<file path="src/rtl/mac_pkg.sv">
// ---------------------------------------------------------------------------
// mac_pkg
// Shared types and constants for the MAC transmit framer.
//   tx_state_t    : framer FSM state encoding
//   PREAMBLE_BYTE : preamble octet (0x55)
//   SFD_BYTE      : start-of-frame delimiter (0xD5)
//   CRC_POLY      : reflected IEEE 802.3 CRC-32 polynomial
//   CRC_INIT      : CRC-32 seed
// ---------------------------------------------------------------------------
package mac_pkg;

   typedef enum logic [2:0] {
      IDLE,
      PREAMBLE,
      SFD,
      PAYLOAD,
      PAD,
      FCS,
      DRAIN,
      IFG
   } tx_state_t;

   localparam logic [7:0]  PREAMBLE_BYTE = 8'h55;
   localparam logic [7:0]  SFD_BYTE      = 8'hD5;
   localparam logic [31:0] CRC_POLY      = 32'hEDB88320;
   localparam logic [31:0] CRC_INIT      = 32'hFFFFFFFF;

endpackage

</file>
<file path="src/rtl/crc32_byte.sv">
// ---------------------------------------------------------------------------
// crc32_byte
// Combinational one-byte step of the reflected IEEE 802.3 CRC-32.
// Data bits are consumed LSB first. No state; the caller owns the register.
//   crc_in  [31:0] : running CRC before this byte
//   data    [7:0]  : byte to fold in
//   crc_out [31:0] : running CRC after this byte
// ---------------------------------------------------------------------------
module crc32_byte
   import mac_pkg::*;
(
   input  logic [31:0] crc_in,
   input  logic [7:0]  data,
   output logic [31:0] crc_out
);

   logic [31:0] c;

   always_comb begin
      c = crc_in ^ {24'h0, data};
      for (int i = 0; i < 8; i++) begin
         c = c[0] ? ((c >> 1) ^ CRC_POLY) : (c >> 1);
      end
      crc_out = c;
   end

endmodule

</file>
<file path="src/rtl/mac_tx_framer.sv">
// ---------------------------------------------------------------------------
// mac_tx_framer
// Turns a byte-wide packet stream into a GMII transmit stream:
// preamble, SFD, payload, zero pad up to MIN_FRAME_BYTES, CRC-32 FCS and
// an enforced inter-frame gap. All tx_* outputs are registered.
//   mac_clk         : byte clock
//   rst             : asynchronous active-high reset
//   s_startofpacket : first beat of packet
//   s_endofpacket   : last beat of packet
//   s_valid         : beat valid
//   s_data  [7:0]   : payload byte
//   s_error         : beat corrupt, forwarded as tx_er
//   s_ready         : beat accepted this cycle (combinational)
//   tx_en           : GMII transmit enable
//   tx_data [7:0]   : GMII transmit data
//   tx_er           : GMII transmit error
//   busy            : FSM not in IDLE
// ---------------------------------------------------------------------------
module mac_tx_framer
   import mac_pkg::*;
#(
   parameter int PREAMBLE_BYTES  = 7,
   parameter int MIN_FRAME_BYTES = 60,
   parameter int IFG_BYTES       = 12
) (
   input  logic       mac_clk,
   input  logic       rst,
   input  logic       s_startofpacket,
   input  logic       s_endofpacket,
   input  logic       s_valid,
   input  logic [7:0] s_data,
   input  logic       s_error,
   output logic       s_ready,
   output logic       tx_en,
   output logic [7:0] tx_data,
   output logic       tx_er,
   output logic       busy
);

   localparam logic [7:0]  PRE_LAST = 8'(PREAMBLE_BYTES - 1);
   localparam logic [7:0]  IFG_LAST = 8'(IFG_BYTES - 1);
   localparam logic [15:0] MIN_LEN  = 16'(MIN_FRAME_BYTES);

   tx_state_t   state_q, state_d;
   logic [31:0] crc_q, crc_d, crc_next, fcs;
   logic [15:0] byte_cnt_q, byte_cnt_d, byte_cnt_inc;
   logic [7:0]  cnt_q, cnt_d;
   logic        tx_en_q, tx_en_d;
   logic        tx_er_q, tx_er_d;
   logic [7:0]  tx_data_q, tx_data_d;
   logic [7:0]  crc_data;

   assign byte_cnt_inc = (byte_cnt_q == 16'hFFFF) ? byte_cnt_q : byte_cnt_q + 16'd1;
   assign crc_data     = (state_q == PAD) ? 8'h00 : s_data;
   assign fcs          = ~crc_q;

   crc32_byte u_crc (
      .crc_in  (crc_q),
      .data    (crc_data),
      .crc_out (crc_next)
   );

   always_comb begin
      state_d    = state_q;
      crc_d      = crc_q;
      byte_cnt_d = byte_cnt_q;
      cnt_d      = cnt_q;
      tx_en_d    = 1'b0;
      tx_er_d    = 1'b0;
      tx_data_d  = 8'h00;
      s_ready    = 1'b0;

      case (state_q)
         IDLE: begin
            if (s_valid) begin
               if (s_startofpacket) begin
                  // The SOP cycle already decides the first preamble byte, so
                  // tx_en rises the cycle after SOP is seen and back-to-back
                  // frames are separated by exactly IFG_BYTES idle cycles.
                  tx_en_d   = 1'b1;
                  tx_data_d = PREAMBLE_BYTE;
                  cnt_d     = 8'd1;
                  state_d   = (PREAMBLE_BYTES > 1) ? PREAMBLE : SFD;
               end else begin
                  s_ready = 1'b1;   // orphan beat, dropped
               end
            end
         end

         PREAMBLE: begin
            tx_en_d   = 1'b1;
            tx_data_d = PREAMBLE_BYTE;
            cnt_d     = cnt_q + 8'd1;
            if (cnt_q == PRE_LAST) begin
               cnt_d   = 8'd0;
               state_d = SFD;
            end
         end

         SFD: begin
            tx_en_d    = 1'b1;
            tx_data_d  = SFD_BYTE;
            byte_cnt_d = 16'd0;
            state_d    = PAYLOAD;
         end

         PAYLOAD: begin
            s_ready = 1'b1;
            tx_en_d = 1'b1;
            if (s_valid) begin
               tx_data_d  = s_data;
               tx_er_d    = s_error;
               crc_d      = crc_next;
               byte_cnt_d = byte_cnt_inc;
               if (s_endofpacket) begin
                  cnt_d   = 8'd0;
                  state_d = (byte_cnt_inc < MIN_LEN) ? PAD : FCS;
               end
            end else begin
               // Underrun: poison the frame with one error byte. An eop always
               // leaves PAYLOAD, so the rest of the packet is still upstream
               // and has to be drained.
               tx_er_d = 1'b1;
               state_d = DRAIN;
            end
         end

         PAD: begin
            tx_en_d    = 1'b1;
            crc_d      = crc_next;
            byte_cnt_d = byte_cnt_inc;
            if (byte_cnt_inc >= MIN_LEN) begin
               cnt_d   = 8'd0;
               state_d = FCS;
            end
         end

         FCS: begin
            tx_en_d   = 1'b1;
            tx_data_d = fcs[{cnt_q[1:0], 3'b000} +: 8];
            cnt_d     = cnt_q + 8'd1;
            if (cnt_q == 8'd3) begin
               cnt_d   = 8'd0;
               state_d = IFG;
            end
         end

         DRAIN: begin
            s_ready = 1'b1;
            if (s_valid && s_endofpacket) begin
               cnt_d   = 8'd0;
               state_d = IFG;
            end
         end

         IFG: begin
            cnt_d = cnt_q + 8'd1;
            if (cnt_q == IFG_LAST) begin
               cnt_d   = 8'd0;
               crc_d   = CRC_INIT;
               state_d = IDLE;
            end
         end

         default: state_d = IDLE;
      endcase
   end

   always_ff @(posedge mac_clk or posedge rst) begin
      if (rst) begin
         state_q    <= IDLE;
         crc_q      <= CRC_INIT;
         byte_cnt_q <= 16'd0;
         cnt_q      <= 8'd0;
         tx_en_q    <= 1'b0;
         tx_er_q    <= 1'b0;
         tx_data_q  <= 8'h00;
      end else begin
         state_q    <= state_d;
         crc_q      <= crc_d;
         byte_cnt_q <= byte_cnt_d;
         cnt_q      <= cnt_d;
         tx_en_q    <= tx_en_d;
         tx_er_q    <= tx_er_d;
         tx_data_q  <= tx_data_d;
      end
   end

   assign tx_en   = tx_en_q;
   assign tx_er   = tx_er_q;
   assign tx_data = tx_data_q;
   assign busy    = (state_q != IDLE);

endmodule
</file>
<file path="config.mk">
export PLATFORM = sky130hd
export DESIGN_NAME = mac_tx_framer
export DESIGN_NICKNAME = d
export VERILOG_FILES = /design/src/rtl/mac_pkg.sv /design/src/rtl/crc32_byte.sv /design/src/rtl/mac_tx_framer.sv
export SDC_FILE = /design/constraint.sdc
export NUM_CORES = 1
export LEC_CHECK = 0
export CORE_MARGIN = 5
export CORE_UTILIZATION = 45
export CTS_CLUSTER_DIAMETER = 120
export DETAILED_ROUTE_END_ITERATION = 6
export PLACE_DENSITY = 0.6
export SYNTH_ARGS = -nofsm -noshare
export SYNTH_HDL_FRONTEND = slang
export SYNTH_HIERARCHICAL = 1
export SYNTH_SLANG_ARGS = --single-unit
</file>
<file path="constraint.sdc">
create_clock -name mac_clk -period 3.2 [get_ports mac_clk]
set_clock_uncertainty 0.1 [all_clocks]
set_input_delay 0.64 -clock mac_clk [delete_from_list [all_inputs] [get_ports mac_clk]]
set_output_delay 0.64 -clock mac_clk [all_outputs]
set_load 0.05 [all_outputs]
</file>
## Word level (Yosys, flattened, before mapping)

Index checks and enable logic that the tools add are counted.

- Flip-flop bits (word level): 69
- Bits in latches: 0
- Bits in writable memories: 0
- ROM bits: 0
- Input bits: 14
- Output and inout port bits: 12
- Logic and storage cells: 103
- Memories: 0

- Add/subtract/negate cells: 2
- Multiply operators: 0
- Divide/modulo/power cells: 0
- Order comparisons: 2
- Eq/ne operators: 21
- Shift-type cells: 1
- Multiplexer cells: 48
- Bitwise logic cells: 10
- Reduce and logical (&&, ||, !) cells: 12

Operators by type and width:

| cell | count |
|---|---|
| 2-to-1 mux 32 bit | 10 |
| inverter 13 -> 14 bit | 8 |
| one-hot mux 32 bit (3 select lines) | 1 |
| 2-to-1 mux 8 bit | 11 |
| one-hot mux 8 bit (7 select lines) | 1 |
| one-hot mux 16 bit (3 select lines) | 1 |
| one-hot mux 8 bit (5 select lines) | 1 |
| 2-to-1 mux 16 bit | 2 |
| inverter 32 bit | 1 |
| indexed part select 32 x 6 -> 8 bit | 1 |
| bitwise XOR 32 x 8 -> 32 bit | 1 |
| 2-to-1 mux 3 bit | 9 |
| one-hot mux 3 bit (8 select lines) | 1 |
| adder 16 x 1 -> 16 bit, second input constant | 1 |
| equality test 16 bit, second input constant | 1 |
| >= comparator 16 x 6 -> 1 bit, second input constant | 1 |
| less-than comparator 16 x 6 -> 1 bit, second input constant | 1 |
| inequality test 2 bit, second input constant | 8 |
| 2-to-1 mux 7 bit | 2 |
| equality test 3 bit, second input constant | 4 |
| nonzero test 3 bit | 3 |
| adder 8 x 1 -> 8 bit, second input constant | 1 |
| equality test 8 x 2 -> 1 bit, second input constant | 1 |
| equality test 8 x 3 -> 1 bit, second input constant | 1 |
| other kinds (16) | 24 |

## Longest topological paths before layout

- Word-level depth: 21
- Mapped depth: 12
- Mapped depth without buffers: 10

## Cells and area by module

The synthesis kept the hierarchy.

Modules (own cells, without submodules):

| module | times used | cells each | area each (um^2) | sequential area each (um^2) |
|---|---|---|---|---|
| mac_tx_framer | 1 | 431 | 3867.5 | 1766.7 |
| crc32_byte | 1 | 65 | 930.9 | 0.0 |

## Worst setup path after synthesis

OpenSTA, ideal clock, no wires.

- Kind: flip-flop to flip-flop
- Start point: register state_q[1]
- End point: register crc_q[18]
- Setup time: 90 ps
- Arrival: 2739 ps
- Data required time: 3010 ps
- Setup slack: 272 ps
- Cell stages (with the launch flop): 12
- Path buffers: 2
- Period minus slack after synthesis: 2928 ps
- Path through: dfrtp_1 clkbuf_1 inv_1 nand2_1 nor2_1 clkbuf_1 nor2b_1 xor2_4 xnor3_2 xnor3_4 nor2_1 o21ai_0

- Elaborated cells on any way between the ends: 24
- Classes of those cells: eq/ne (5); mux (11); bitwise (6); reduce/logical (2)

RTL lines:

| what | RTL line | text |
|---|---|---|
| from (decl) | mac_tx_framer.sv:44 | `tx_state_t state_q, state_d;` |
| from (signal assigned) | mac_tx_framer.sv:179 | `state_q <= state_d;` |
| equality test 3 bit (*) | mac_tx_framer.sv:54 | `assign crc_data = (state_q == PAD) ? 8'h00 : s_data;` |
| 2-to-1 mux 8 bit (*) | mac_tx_framer.sv:54 |  |
| via crc_data[2] | mac_tx_framer.sv:51 | `logic [7:0] crc_data;` |
| bitwise XOR 32 x 8 -> 32 bit (*) | crc32_byte.sv:20 | `c = crc_in ^ {24'h0, data};` |
| 2-to-1 mux 32 bit (*) (4 in a row) | crc32_byte.sv:22 | `c = c[0] ? ((c >> 1) ^ CRC_POLY) : (c >> 1);` |
| inverter 13 -> 14 bit (no source line) | n/a |  |
| 2-to-1 mux 32 bit (*) | crc32_byte.sv:22 |  |
| inverter 13 -> 14 bit (no source line) | n/a |  |
| 2-to-1 mux 32 bit (*) | crc32_byte.sv:22 |  |
| inverter 13 -> 14 bit (no source line) | n/a |  |
| 2-to-1 mux 32 bit (*) (2 in a row) | crc32_byte.sv:22 |  |
| via crc_next[18] | mac_tx_framer.sv:45 | `logic [31:0] crc_q, crc_d, crc_next, fcs;` |
| 2-to-1 mux 32 bit | mac_tx_framer.sv:110 | `if (s_valid) begin` |
| one-hot mux 32 bit (3 select lines) (*) | mac_tx_framer.sv:73 | `case (state_q)` |
| to (signal assigned) | mac_tx_framer.sv:180 | `crc_q <= crc_d;` |
| to (decl) | mac_tx_framer.sv:45 |  |

Mark *: on every way through the listed nets, which the timed path passes. The rest lies on a longest branch. The select of a mux whose other input is x is not followed.
A chain may end at the register's enable or synchronous reset.

## Final worst setup path

- Start point: register state_q[1]
- End point: register crc_q[18]

- Elaborated cells on any way between the ends: 24
- Classes of those cells: eq/ne (5); mux (11); bitwise (6); reduce/logical (2)

RTL lines:

| what | RTL line |
|---|---|
| equality test 3 bit (*) | mac_tx_framer.sv:54 |
| 2-to-1 mux 8 bit (*) | mac_tx_framer.sv:54 |
| via crc_data[4] | mac_tx_framer.sv:51 |
| bitwise XOR 32 x 8 -> 32 bit (*) | crc32_byte.sv:20 |
| 2-to-1 mux 32 bit (*) (5 in a row) | crc32_byte.sv:22 |
| inverter 13 -> 14 bit (no source line) | n/a |
| 2-to-1 mux 32 bit (*) | crc32_byte.sv:22 |
| inverter 13 -> 14 bit (no source line) | n/a |
| 2-to-1 mux 32 bit (*) (2 in a row) | crc32_byte.sv:22 |
| via crc_next[18] | mac_tx_framer.sv:45 |
| 2-to-1 mux 32 bit | mac_tx_framer.sv:110 |
| one-hot mux 32 bit (3 select lines) (*) | mac_tx_framer.sv:73 |

Marked as above.

==> run_results.csv <==
group,metric,value,unit
yosys,synth_edf_count,0,
layout,drive_gt1_share,20.56,%
cts,cts_buffers,9,
yosys,syn_area,4798,um^2
worst_setup_path,end_kind,"flop",
cts,ctsLongestPathBuffers,2,
worst_setup_path,r2r-start,"state_q[1]",
layout,final_cells,671,
cts,cts_tree,"done",
worst_setup_path,arrival,3.04,ns
layout,multi_input_area,2907,um^2
detailed_routing,wl_per_cell,16.28,um
sta,period_needed,2.884,ns
floorplan,die_h,113.3,um
floorplan,fp.dieW,113.3,um
layout,antenna_cells,0,
worst_setup_path,crit_required,3.36,ns
layout,fillers,965,
sta,finalSetupTns,0,ns
yosys,synth_fa_ha_area_share,0.7823,%
worst_setup_path,cp.depth,10,
sta,fmax,0.3467,GHz
placement,io_buffers,25,
detailed_routing,totalWireLength,10930,um
sta,finalCritPeriodShare,90.13,%
yosys,synth_area_leaders,"dfrtp_1 19%, dfstp_2 18%, xnor3_1 6.6%",
grt,grt_pass1_wl,18730,um
placement,place_congestion,0.8597,
sta,hold_viol_final,0,
yosys,ys.flop_type,"dfrtp_1",
yosys,synth_simple_gate_area_share,18.96,%
grt,antenna_found_initial,0,
worst_setup_path,cp_slowest_cell,"xnor3_2",
cts,cts_resized,0,
hold_path,hold_path.class,"reg -> reg",
detailed_routing,drtPass1Iterations,4,
detailed_routing,post_drt_via_cell_ratio,5.447,
yosys,yosys_warnings,6,
yosys,synth.mux.area_fraction,4.615,%
detailed_routing,ant_nets,0,
yosys,synth_commonest_cells,"67 x nand2_1, 61 x o21ai_0, 58 x nor2_1",
sta,relSlewSlack,24.79,%
worst_setup_path,crit_family,"XOR/XNOR gates",
floorplan,rows,37,
layout,regArea,1767,um^2
cts,clock-root-buffer,"clkbuf_8",
cts,clk_latency,0.34,ns
worst_setup_path,worstRegToRegCells,10,
floorplan,die_area,12830,um^2
grt,grt_max_degree,70,
cts,h-tree-depth,3,
floorplan,num_io_pins,26,
layout,finalNetCount,547,
yosys,yosysUniqueCellTypes,64,
yosys,yosysTopAreaCell,"dfrtp_1",
grt,grt_usage,18.26,%
grt,grt_pass1_vias,3599,
grt,grt_busiest_layer,"met2",
grt,grt_use_met3,2.299,%
placement,placedCellCount,655,
worst_setup_path,cp_max_fo,11,
run_status,status,"complete, no violations",
yosys,synth_compound_area_share,15.83,%
yosys,synth_top_area_share,19.30,%
worst_setup_path,worst_r2r_endpoint,"crc_q[18]",
worst_setup_path,cp_cell_sequence,"inv_1 -> nand2_1 -> nor2_1 -> buf_4 -> nor2b_1 -> xnor2_2 -> xnor3_2 -> xnor3_4 -> nor2_1 -> o21ai_0",
grt,use_met1,25.96,%
placement,post-dp-hpwl,7643,um
worst_setup_path,critPathLaunchType,"flop",
worst_setup_path,critPathLaunch,"state_q[1]",
sta,rsz0062_at_grt,"no",
sta,worst_slew_pin_slew,1.128,ns
floorplan,initial_core_util,46.27,%
hold_path,hold_depth,2,
yosys,synth_most_common_cell,"nand2_1",
power,powerDensity,482.5,nW/um^2
worst_setup_path,critPathMostFrequentCell,"nor2_1",
cts,clk_pin_slew_worst_paths,0.08,ns
grt,grt_remaining_overflow,0,
floorplan,core_area,10370,um^2
yosys,synthArstFlopShare,100.0,%
sta,drv_slew,0,
yosys,synth-xor-area-share,20.23,%
worst_setup_path,ff2ff_setup_slack,0.32,ns
cts,holdBufCountCts,0,
yosys,synth_nets,513,
yosys,synth_top_family_by_area,"XOR/XNOR gates",
yosys,synth-seq-area-share,36.82,%
cts,postCtsSetupBuffers,0,
grt,grt_use_met2,29.46,%
flow_run,cap_violations,0,
yosys,ys_ff_latch,69,
layout,syn2layout_area_growth,15.33,%
yosys,netlist_instances,496,
power,vdd_drop_max,279.6,uV
power,leakage,2.382,nW
worst_setup_path,crit_type,"reg -> reg",
sta,finalSetupViolations,0,
worst_setup_path,cp-endpoint,"crc_q[18]",
worst_setup_path,max_stage_delay,0.51,ns
detailed_routing,drc,0,
yosys,syn_area_per_cell,9.674,um^2
cts,cts_num_sinks,69,
detailed_routing,drt_iter0_markers,162,
worst_setup_path,critPathBufInv,2,
detailed_routing,vias,3655,
-- power breakdown --
group	switching (W)	internal [W]	total, W
sequential	0.0000553	0.000960	0.00102
combinational	0.000350	0.000544	0.000894
clock	0.000337	0.000424	0.000760
total	0.000742	0.00193	0.00267
-- cell usage in the layout, fill, tap and decap left out, types with 3 or more instances in the layout --
| cell | n |
|---|---|
| o2bb2ai_1 | 3 |
| a31oi_1 | 7 |
| a211o_1 | 4 |
| clkdlybuf4s50_1 | 24 |
| a21oi_1 | 20 |
| nor3_1 | 10 |
| mux2i_1 | 3 |
| ha_1 | 3 |
| dfrtp_1 | 37 |
| nand4_1 | 7 |
| inv_1 | 6 |
| xnor3_1 | 14 |
| xnor2_1 | 33 |
| clkbuf_8 | 12 |
| nand2b_1 | 4 |
| dfstp_2 | 32 |
| and3_1 | 3 |
| nand3_1 | 9 |
| xor2_1 | 9 |
| nor2_1 | 57 |
| buf_4 | 23 |
| mux4_2 | 8 |
| nand2_1 | 67 |
| o21ai_0 | 61 |
| nor2b_1 | 13 |
| o21a_1 | 3 |
| o211ai_1 | 5 |
| xnor2_2 | 5 |
-- stage by stage --
step / instance area, um^2 / setup WS (ns) / hold slack [ns] / util, % / total power (W)
after floorplan: 4798 / 0.2715 / 0.3632 / - / 0.001732
after global placement: 5323 / 0.2199 / 0.3798 / 51.33 / 0.001917
after detailed placement: 5323 / 0.1817 / 0.3843 / 51.33 / 0.001925
after CTS: 5534 / 0.2724 / 0.3947 / 53.37 / 0.002700
after global routing: 5534 / 0.1091 / 0.4189 / 53.37 / 0.002826
final: 5534 / 0.3159 / 0.3921 / 53.37 / 0.002670
-- worst reg2reg max path, stage by stage, from the launching register on --
cell and delay [ns]:
dfrtp_1 0.38, inv_1 0.12, nand2_1 0.15, nor2_1 0.12, buf_4 0.22, nor2b_1 0.11
xnor2_2 0.46, xnor3_2 0.51, xnor3_4 0.45, nor2_1 0.11, o21ai_0 0.08
-- sequential cells by signal (all words and copies together) (netlist names) --
register,cells
crc_q,32
byte_cnt_q,16
cnt_q,8
tx_data,8
state_q,3
tx_en,1
tx_er,1
-- worst min-delay path by stage --
stage	slack [ns]	end	from
floorplan	0.36	crc_q[15]	crc_q[15]
global placement	0.38	crc_q[15]	crc_q[15]
detailed placement	0.38	crc_q[18]	crc_q[18]
CTS	0.39	crc_q[18]	crc_q[18]
global route	0.42	crc_q[5]	crc_q[5]
finish	0.39	crc_q[18]	crc_q[18]
-- final cells by class --
| class | count | share of cell area (%) |
|---|---|---|
| inverter | 7 | 0.4748 |
| tap | 136 | 3.075 |
| clock inverter | 3 | 0.7687 |
| sequential | 69 | 31.92 |
| timing repair buffer | 49 | 8.184 |
| multi-input combinational | 394 | 52.52 |
| clock buffer | 13 | 3.052 |
-- routing by layer --
layer  wire, um  part of all wire, %
met1       5373                   49
met4        151                  1.4
met5          0                    0
met3        272                  2.5
met2       5129                   47
-- cell families after synthesis --
group	count (synthesis)
AO/OA/AOI/OAI	119
XOR/XNOR	69
adder cells (fa/ha/maj)	3
buffers and inverters	33
flip-flops	69
multiplexers	12
AND/OR/NAND/NOR	191
Note: power is estimated with default switching activity, not from simulation.
